`src/rtl/dram_cmd_responder_if.sv`:
```
// Command handshake bundle between the controller FSM (master) and the DRAM
// command responder (slave): 4-phase cmd_req/cmd_ack plus the command payload.
interface dram_cmd_responder_if #(
    parameter int BANK_W = 3,
    parameter int ROW_W  = 7,
    parameter int COL_W  = 3
) ();
    logic              cmd_req;
    logic [1:0]        cmd;
    logic [BANK_W-1:0] bank_rw;
    logic [ROW_W-1:0]  row_id;
    logic [COL_W-1:0]  col_id;
    logic              cmd_ack;

    modport master (
        output cmd_req,
        output cmd,
        output bank_rw,
        output row_id,
        output col_id,
        input  cmd_ack
    );

    modport slave (
        input  cmd_req,
        input  cmd,
        input  bank_rw,
        input  row_id,
        input  col_id,
        output cmd_ack
    );
endinterface

```
`src/rtl/dram_cmd_responder.sv`:
```
// Device-side DRAM command responder: captures one command per 4-phase handshake,
// applies per-command latency and tracks open rows. Optional DRAM_RSP_PROTOCOL_CHECK_EN
// adds proto_err and suppresses illegal commands.
module dram_cmd_responder #(
    parameter int NUMBER_OF_BANKS = 8,
    parameter int NUMBER_OF_ROWS  = 128,
    parameter int NUMBER_OF_COLS  = 8,
    parameter int T_RCD           = 3,
    parameter int T_CL            = 2,
    parameter int T_WR            = 2,
    parameter int T_RP            = 3,
    localparam int BANK_W         = $clog2(NUMBER_OF_BANKS),
    localparam int ROW_W          = $clog2(NUMBER_OF_ROWS),
    localparam int COL_W          = $clog2(NUMBER_OF_COLS)
) (
    input  logic                       clk,
    input  logic                       rst_b,
    dram_cmd_responder_if.slave        cmd_if,
    output logic                       busy,
    output logic [NUMBER_OF_BANKS-1:0] row_open,
    output logic                       rd_valid,
    output logic                       wr_valid,
    output logic [BANK_W-1:0]          acc_bank,
    output logic [ROW_W-1:0]           acc_row,
`ifdef DRAM_RSP_PROTOCOL_CHECK_EN
    output logic                       proto_err,
`endif
    output logic [COL_W-1:0]           acc_col
);

    localparam int T_MAX_A = (T_RCD > T_CL) ? T_RCD : T_CL;
    localparam int T_MAX_B = (T_WR > T_RP) ? T_WR : T_RP;
    localparam int T_MAX   = (T_MAX_A > T_MAX_B) ? T_MAX_A : T_MAX_B;
    localparam int CNT_W   = $clog2(T_MAX) + 1;

    localparam logic [1:0] ST_IDLE = 2'd0;
    localparam logic [1:0] ST_EXEC = 2'd1;
    localparam logic [1:0] ST_ACK  = 2'd2;

    localparam logic [1:0] CMD_ACT = 2'b00;
    localparam logic [1:0] CMD_RD  = 2'b01;
    localparam logic [1:0] CMD_WR  = 2'b10;
    localparam logic [1:0] CMD_PRE = 2'b11;

    logic [1:0]                 state_r,    state_s;
    logic [CNT_W-1:0]           cnt_r,      cnt_s;
    logic [1:0]                 cap_cmd_r,  cap_cmd_s;
    logic [BANK_W-1:0]          cap_bank_r, cap_bank_s;
    logic [ROW_W-1:0]           cap_row_r,  cap_row_s;
    logic [COL_W-1:0]           cap_col_r,  cap_col_s;
    logic                       ack_r,      ack_s;
    logic                       busy_r,     busy_s;
    logic                       rd_valid_r, rd_valid_s;
    logic                       wr_valid_r, wr_valid_s;
    logic [BANK_W-1:0]          acc_bank_r, acc_bank_s;
    logic [ROW_W-1:0]           acc_row_r,  acc_row_s;
    logic [COL_W-1:0]           acc_col_r,  acc_col_s;
    logic [NUMBER_OF_BANKS-1:0] row_open_r, row_open_s;
    logic [ROW_W-1:0]           open_row_r [NUMBER_OF_BANKS];
    logic                       act_we_s;
    logic                       cmd_err_s;
    logic                       done_s;

    // Execution latency minus one, so that EXEC lasts exactly T cycles.
    function automatic logic [CNT_W-1:0] load_value(input logic [1:0] c);
        logic [CNT_W-1:0] v;
        case (c)
            CMD_ACT: v = CNT_W'(T_RCD - 1);
            CMD_RD:  v = CNT_W'(T_CL - 1);
            CMD_WR:  v = CNT_W'(T_WR - 1);
            CMD_PRE: v = CNT_W'(T_RP - 1);
            default: v = {CNT_W{1'b0}};
        endcase
        return v;
    endfunction

    // The command completes on the edge where EXEC sees an expired counter.
    always_comb begin
        if ((state_r == ST_EXEC) && (cnt_r == {CNT_W{1'b0}})) begin
            done_s = 1'b1;
        end else begin
            done_s = 1'b0;
        end
    end

    // Illegal-command detection against the current bank state.
    always_comb begin
`ifdef DRAM_RSP_PROTOCOL_CHECK_EN
        case (cap_cmd_r)
            CMD_ACT: cmd_err_s = row_open_r[cap_bank_r];
            CMD_RD:  cmd_err_s = ~row_open_r[cap_bank_r];
            CMD_WR:  cmd_err_s = ~row_open_r[cap_bank_r];
            default: cmd_err_s = 1'b0;
        endcase
`else
        cmd_err_s = 1'b0;
`endif
    end

    // Handshake FSM, capture, countdown and command effect.
    always_comb begin
        state_s    = state_r;
        cnt_s      = cnt_r;
        cap_cmd_s  = cap_cmd_r;
        cap_bank_s = cap_bank_r;
        cap_row_s  = cap_row_r;
        cap_col_s  = cap_col_r;
        ack_s      = ack_r;
        busy_s     = busy_r;
        rd_valid_s = 1'b0;
        wr_valid_s = 1'b0;
        acc_bank_s = acc_bank_r;
        acc_row_s  = acc_row_r;
        acc_col_s  = acc_col_r;
        row_open_s = row_open_r;
        act_we_s   = 1'b0;

        case (state_r)
            ST_IDLE: begin
                if (cmd_if.cmd_req) begin
                    cap_cmd_s  = cmd_if.cmd;
                    cap_bank_s = cmd_if.bank_rw;
                    cap_row_s  = cmd_if.row_id;
                    cap_col_s  = cmd_if.col_id;
                    cnt_s      = load_value(cmd_if.cmd);
                    state_s    = ST_EXEC;
                    busy_s     = 1'b1;
                end else begin
                    busy_s     = 1'b0;
                end
            end
            ST_EXEC: begin
                if (done_s) begin
                    state_s = ST_ACK;
                    ack_s   = 1'b1;
                    if (!cmd_err_s) begin
                        case (cap_cmd_r)
                            CMD_ACT: begin
                                act_we_s               = 1'b1;
                                row_open_s[cap_bank_r] = 1'b1;
                            end
                            CMD_PRE: begin
                                row_open_s[cap_bank_r] = 1'b0;
                            end
                            CMD_RD: begin
                                rd_valid_s = 1'b1;
                                acc_bank_s = cap_bank_r;
                                acc_row_s  = open_row_r[cap_bank_r];
                                acc_col_s  = cap_col_r;
                            end
                            CMD_WR: begin
                                wr_valid_s = 1'b1;
                                acc_bank_s = cap_bank_r;
                                acc_row_s  = open_row_r[cap_bank_r];
                                acc_col_s  = cap_col_r;
                            end
                            default: begin
                                act_we_s = 1'b0;
                            end
                        endcase
                    end else begin
                        act_we_s = 1'b0;
                    end
                end else begin
                    cnt_s = cnt_r - CNT_W'(1);
                end
            end
            ST_ACK: begin
                if (!cmd_if.cmd_req) begin
                    ack_s   = 1'b0;
                    busy_s  = 1'b0;
                    state_s = ST_IDLE;
                end else begin
                    ack_s   = 1'b1;
                end
            end
            default: begin
                state_s = ST_IDLE;
                ack_s   = 1'b0;
                busy_s  = 1'b0;
            end
        endcase
    end

    // State and output registers; reset aborts any command in flight.
    always_ff @(posedge clk) begin
        if (!rst_b) begin
            state_r    <= ST_IDLE;
            cnt_r      <= {CNT_W{1'b0}};
            cap_cmd_r  <= 2'b00;
            cap_bank_r <= {BANK_W{1'b0}};
            cap_row_r  <= {ROW_W{1'b0}};
            cap_col_r  <= {COL_W{1'b0}};
            ack_r      <= 1'b0;
            busy_r     <= 1'b0;
            rd_valid_r <= 1'b0;
            wr_valid_r <= 1'b0;
            acc_bank_r <= {BANK_W{1'b0}};
            acc_row_r  <= {ROW_W{1'b0}};
            acc_col_r  <= {COL_W{1'b0}};
            row_open_r <= {NUMBER_OF_BANKS{1'b0}};
            for (int b = 0; b < NUMBER_OF_BANKS; b++) begin
                open_row_r[b] <= {ROW_W{1'b0}};
            end
        end else begin
            state_r    <= state_s;
            cnt_r      <= cnt_s;
            cap_cmd_r  <= cap_cmd_s;
            cap_bank_r <= cap_bank_s;
            cap_row_r  <= cap_row_s;
            cap_col_r  <= cap_col_s;
            ack_r      <= ack_s;
            busy_r     <= busy_s;
            rd_valid_r <= rd_valid_s;
            wr_valid_r <= wr_valid_s;
            acc_bank_r <= acc_bank_s;
            acc_row_r  <= acc_row_s;
            acc_col_r  <= acc_col_s;
            row_open_r <= row_open_s;
            if (act_we_s) begin
                open_row_r[cap_bank_r] <= cap_row_r;
            end
        end
    end

`ifdef DRAM_RSP_PROTOCOL_CHECK_EN
    logic proto_err_r;

    // One-cycle error pulse coinciding with the ack-entry edge.
    always_ff @(posedge clk) begin
        if (!rst_b) begin
            proto_err_r <= 1'b0;
        end else begin
            proto_err_r <= done_s & cmd_err_s;
        end
    end

    assign proto_err = proto_err_r;
`endif

    assign cmd_if.cmd_ack = ack_r;
    assign busy           = busy_r;
    assign row_open       = row_open_r;
    assign rd_valid       = rd_valid_r;
    assign wr_valid       = wr_valid_r;
    assign acc_bank       = acc_bank_r;
    assign acc_row        = acc_row_r;
    assign acc_col        = acc_col_r;

endmodule

```
`src/flat_wrapper.sv`:
```
// flat-port wrapper written by rule: the top's interface ports become plain ports
module dram_cmd_responder_flat 
#(
    parameter int NUMBER_OF_BANKS = 8,
    parameter int NUMBER_OF_ROWS  = 128,
    parameter int NUMBER_OF_COLS  = 8,
    parameter int T_RCD           = 3,
    parameter int T_CL            = 2,
    parameter int T_WR            = 2,
    parameter int T_RP            = 3,
    localparam int BANK_W         = $clog2(NUMBER_OF_BANKS),
    localparam int ROW_W          = $clog2(NUMBER_OF_ROWS),
    localparam int COL_W          = $clog2(NUMBER_OF_COLS)
)
  (clk, rst_b, busy, row_open, rd_valid, wr_valid, acc_bank, acc_row, acc_col, cmd_if_cmd_req, cmd_if_cmd, cmd_if_bank_rw, cmd_if_row_id, cmd_if_col_id, cmd_if_cmd_ack);
  dram_cmd_responder_if #(.BANK_W(3), .ROW_W(7), .COL_W(3)) cmd_if_i ();
  input  logic clk;
  input  logic rst_b;
  output logic busy;
  output logic [NUMBER_OF_BANKS-1:0] row_open;
  output logic rd_valid;
  output logic wr_valid;
  output logic [BANK_W-1:0] acc_bank;
  output logic [ROW_W-1:0] acc_row;
  output logic [COL_W-1:0] acc_col;
  input wire logic [$bits(cmd_if_i.cmd_req)-1:0] cmd_if_cmd_req;
  input wire logic [$bits(cmd_if_i.cmd)-1:0] cmd_if_cmd;
  input wire logic [$bits(cmd_if_i.bank_rw)-1:0] cmd_if_bank_rw;
  input wire logic [$bits(cmd_if_i.row_id)-1:0] cmd_if_row_id;
  input wire logic [$bits(cmd_if_i.col_id)-1:0] cmd_if_col_id;
  output wire logic [$bits(cmd_if_i.cmd_ack)-1:0] cmd_if_cmd_ack;
  assign cmd_if_i.cmd_req = cmd_if_cmd_req;
  assign cmd_if_i.cmd = cmd_if_cmd;
  assign cmd_if_i.bank_rw = cmd_if_bank_rw;
  assign cmd_if_i.row_id = cmd_if_row_id;
  assign cmd_if_i.col_id = cmd_if_col_id;
  assign cmd_if_cmd_ack = cmd_if_i.cmd_ack;
  dram_cmd_responder #(.NUMBER_OF_BANKS(NUMBER_OF_BANKS), .NUMBER_OF_ROWS(NUMBER_OF_ROWS), .NUMBER_OF_COLS(NUMBER_OF_COLS), .T_RCD(T_RCD), .T_CL(T_CL), .T_WR(T_WR), .T_RP(T_RP)) u_core (.clk(clk), .rst_b(rst_b), .cmd_if(cmd_if_i), .busy(busy), .row_open(row_open), .rd_valid(rd_valid), .wr_valid(wr_valid), .acc_bank(acc_bank), .acc_row(acc_row), .acc_col(acc_col));
endmodule
```
`config.mk`:
```
export PLATFORM = sky130hd
export DESIGN_NAME = dram_cmd_responder_flat
export DESIGN_NICKNAME = d
export VERILOG_FILES = /design/src/rtl/dram_cmd_responder_if.sv /design/src/rtl/dram_cmd_responder.sv /design/src/flat_wrapper.sv
export SDC_FILE = /design/constraint.sdc
export NUM_CORES = 1
export LEC_CHECK = 0
export CAP_MARGIN = 5
export CORE_UTILIZATION = 57
export CTS_BUF_LIST = sky130_fd_sc_hd__clkbuf_16
export DETAILED_ROUTE_END_ITERATION = 10
export GPL_TIMING_DRIVEN = 0
export PLACE_DENSITY = 0.91
export SYNTH_ARGS = -nofsm -noshare
export SYNTH_HDL_FRONTEND = slang
export SYNTH_SLANG_ARGS = --single-unit
```
`constraint.sdc`:
```
create_clock -name clk -period 2.7 [get_ports clk]
set_input_delay 0.54 -clock clk [delete_from_list [all_inputs] [get_ports clk]]
set_output_delay 0.54 -clock clk [all_outputs]
set_load 0.05 [all_outputs]
```
==> results of run 1 <==
-- Yosys cell counts, drive strengths merged --
cell type | instances | share of area, %
nand3 | 3 | 0.44
a21oi | 33 | 3.7
dfxtp | 45 | 20
and2b | 1 | 0.19
and3 | 5 | 0.69
mux2i | 14 | 3.1
buf | 16 | 3.0
and2 | 9 | 1.2
o211ai | 1 | 0.17
a22o | 2 | 0.39
mux2 | 6 | 1.5
nand4b | 1 | 0.19
xor2 | 1 | 0.19
mux4 | 2 | 1.1
a32oi | 2 | 0.39
a31oi | 2 | 0.28
nor2 | 74 | 6.4
or3 | 2 | 0.28
clkinv | 1 | 0.083
nor2b | 2 | 0.28
clkbuf | 9 | 0.78
inv | 10 | 0.83
nand2 | 62 | 5.2
o2bb2ai | 1 | 0.19
o21ai | 20 | 2.2
o221ai | 2 | 0.39
a211oi | 10 | 2.0
nand3b | 8 | 1.7
nand2b | 9 | 1.2
nor3 | 2 | 0.33
ha | 11 | 3.1
or3b | 2 | 0.39
a22oi | 3 | 0.50
o32a | 1 | 0.22
edfxtp | 56 | 37
a221oi | 1 | 0.19
-- layer usage --
metal | up-vias | global-route usage (%)
li1 | 1602 | -
met1 | 1632 | 31.2
met2 | 172 | 47.2
met3 | 32 | 6.28
met4 | 0 | 11.6
met5 | - | 0
-- power by group through the flow --
stage,sequential [mW],combinational [mW],clock (mW)
2_1_floorplan,1.98,0.785,0
3_3_place_gp,1.87,1.17,0
3_5_place_dp,1.88,1.22,0
4_1_cts,1.85,1.23,1.22
5_1_grt,1.87,1.35,1.29
6_report,1.85,1.25,1.22
-- sequential cells by signal, indices dropped and copies added, names as in the netlist, 3 cells and up, named ones only --
signal / flops
u_core.open_row_r: 56
u_core.acc_row: 7
u_core.cap_col_r: 3
u_core.cap_row_r: 7
u_core.acc_bank: 3
u_core.cap_bank_r: 3
u_core.cnt_r: 3
u_core.acc_col: 3
-- worst register-to-register path: stages (launching register included) --
cell and delay (ns):
dfxtp_1 0.33, inv_1 0.07, ha_1 0.15, ha_1 0.25
and2_1 0.24, nand3_1 0.29, o21ai_0 0.94
-- worst max-delay path by stage --
| stage | cells after the start | end | slack (ns) |
|---|---|---|---|
| global route | 6 | u_core.open_row_r[2][3] | -0.09 |
| CTS | 6 | u_core.open_row_r[5][0] | 0.006 |
| detailed placement | 3 | u_core.open_row_r[5][0] | 0.009 |
| global placement | 3 | u_core.open_row_r[3][2] | 0.07 |
| floorplan | 6 | u_core.open_row_r[0][0] | 0.67 |
| finish | 6 | u_core.open_row_r[2][0] | 0.04 |
-- cell families (layout without fill, tap and decap cells) --
group           after synthesis  count (layout)  synth area share (%)
fa+ha+maj                    11              11                  3.05
buf+inv                      36              94                  4.66
simple gates                180             180                  18.6
xor+xnor                      1               1                 0.194
compound gates               78              78                  10.6
mux                          22              22                  5.69
flops                       101             101                  57.3
-- area by class of cell --
| type | instances | area, µm² | area share [%] |
|---|---|---|---|
| Tap cell | 102 | 128 | 2.39 |
| Timing Repair Buffer | 42 | 420 | 7.87 |
| Clock buffer | 9 | 225 | 4.22 |
| Buffer | 25 | 169 | 3.16 |
| Inverter | 11 | 41.3 | 0.773 |
| Clock inverter | 7 | 57.6 | 1.08 |
| Sequential cell | 101 | 2580 | 48.3 |
| Multi-Input combinational cell | 292 | 1720 | 32.2 |
-- per-stage QoR --
stage,instance area [µm²],hold slack (ns),total power [mW]
finish,5340,0.455,4.33
CTS,5340,0.458,4.30
global placement,5060,0.442,3.04
detailed placement,5060,0.449,3.11
global route,5340,0.478,4.51
floorplan,4510,0.432,2.76
==> summary.txt, run 1 <==
Setup path
  • Most Frequent Cell on Critical Path: ha_1
  • Worst R2R Setup Slack: 0.04 ns
  • Required @ worst endpoint: 2.66 ns
  • Bufs and invs on worst path: 1
  • Crit-path slowest cell: o21ai_0
  • FF-to-FF End: u_core.open_row_r[2][0]
  • CP startpoint kind: flop
  • Crit Path Class: reg2reg
  • Crit path from: u_core.cnt_r[0]
  • Peak fanout along the critical path: 8
  • Endpoint class of the critical path: flop
  • Crit-path leading delay family: compound AO/OA/AOI/OAI gates
  • Delay of the slowest cell on the worst path: 0.94 ns
  • Reg2reg path depth: 6
  • Worst path cell trace: inv_1, ha_1, ha_1, and2_1, nand3_1, o21ai_0
  • FF-to-FF Start: u_core.cnt_r[0]
  • Critical Path AT: 2.62 ns

Logic synthesis
  • Yosys cell types: 48
  • Syn avg cell area: 10.5 µm²
  • Yosys warns: 0
  • Cell area after synthesis: 4510 µm²
  • Syn Inst Count: 429
  • Sequential area share after synthesis: 57.3%
  • Mapped Nets: 458
  • Synthesis-stage register bit count: 101

Pwr
  • Leak: 1.87 nW
  • Max VDD drop: 0.624 mV
  • Cell-internal power: 2.87 mW
  • Psw: 1.46 mW
  • Clock share of power: 28.3%
  • Comb power frac: 28.9%
  • Net Sw Frac: 33.7%
  • Power per Cell Area: 810 nW/µm²
  • Seq pwr share: 42.8%

Floorplanning
  • Initial Util: 58.7%
  • Die area: 8270 µm²
  • Row count: 32
  • Die width: 91.0 µm
  • Die H: 91.0 µm
  • Core region area: 7690 µm²
  • I/O Pins: 43

Route
  • Met3 WL: 891 µm
  • Drt pass-1 iters: 5
  • Drt drc: 0
  • Initial DRC Count: 409
  • Vias: 3438
  • Routed len/inst: 17.9 µm
  • Antenna-violating nets left: 0
  • Met2 wire length: 5290 µm
  • Max Used Layer: met4
  • M1 wire length: 4020 µm
  • Vias/cell: 5.84
  • Final wirelength: 10500 µm

STA
  • Tcrit/Tclk final: 98.4%
  • Tightest Pin Transition: 1.08 ns
  • Skew final: 0.00756 ns
  • Setup violators final: 0
  • Setup TNS: 0 ns
  • Worst relative slew slack: 27.0%
  • Final Hold Fails: 0
  • F_max: 377 MHz
  • Final WS setup: 0.0442 ns
  • RSZ-0062 raised after global routing: true
  • Slew Viols, Final: 0
  • Minimum clock period: 2.66 ns

CTS
  • CTS buffer count: 9
  • PostCTS Resize Cnt: 0
  • Htree depth: 3
  • Max clock buf depth: 2
  • Root buffer cell: clkbuf_16
  • Worst-skew pair later-pin latency: 0.35 ns
  • Post-CTS Setup Bufs: 0
  • Clock sinks: 101
  • CTS Hold Bufs: 0
  • CTS tree: yes
  • Clock transition at path regs: 0.07 ns

Place
  • PortBufs: 42
  • Placed instance count: 573
  • Place WS: 0.00902 ns
  • RD Place Congestion: 0.937
  • Hpwl dp: 7320 µm

Global routing
  • First-pass GRT wire length: 16700 µm
  • Gr ovfl total: 0
  • Largest net degree at the start of global routing: 19
  • Total track usage: 26.8%
  • Vias in the first global route: 3438
  • Initial antenna violation count: 0

Worst hold path
  • Min-delay src: u_core.cap_col_r[2]
  • HP Class: reg2reg
  • Hold Path End: u_core.acc_col[2]
  • Hold Crit Depth: 2

Final layout
  • Non-filler cells, final: 589
  • Layout cells sized above 1: 10.7%
  • Post-Route Utilization: 69.5%
  • Area growth syn-to-layout: 18.4%
  • Fillcell total: 559
  • Most common cell after layout, fill and taps aside: nor2_1
  • Commonest non-fill, non-tap cells in the layout: nor2_1 (71), nand2_1 (62), edfxtp_1 (56)
  • Antenna diode count: 0
  • Final #Nets: 511

Outcome
  • Status: completed

Job
  • Max-cap check violation count: 0
(Power assumes the default switching activity.)
==> run 2: changes to the inputs <==
CTS_CLUSTER_DIAMETER = 50   (was unset)
==> results of run 2 <==
Final layout, timing and power as in run 1 (identical DEF).
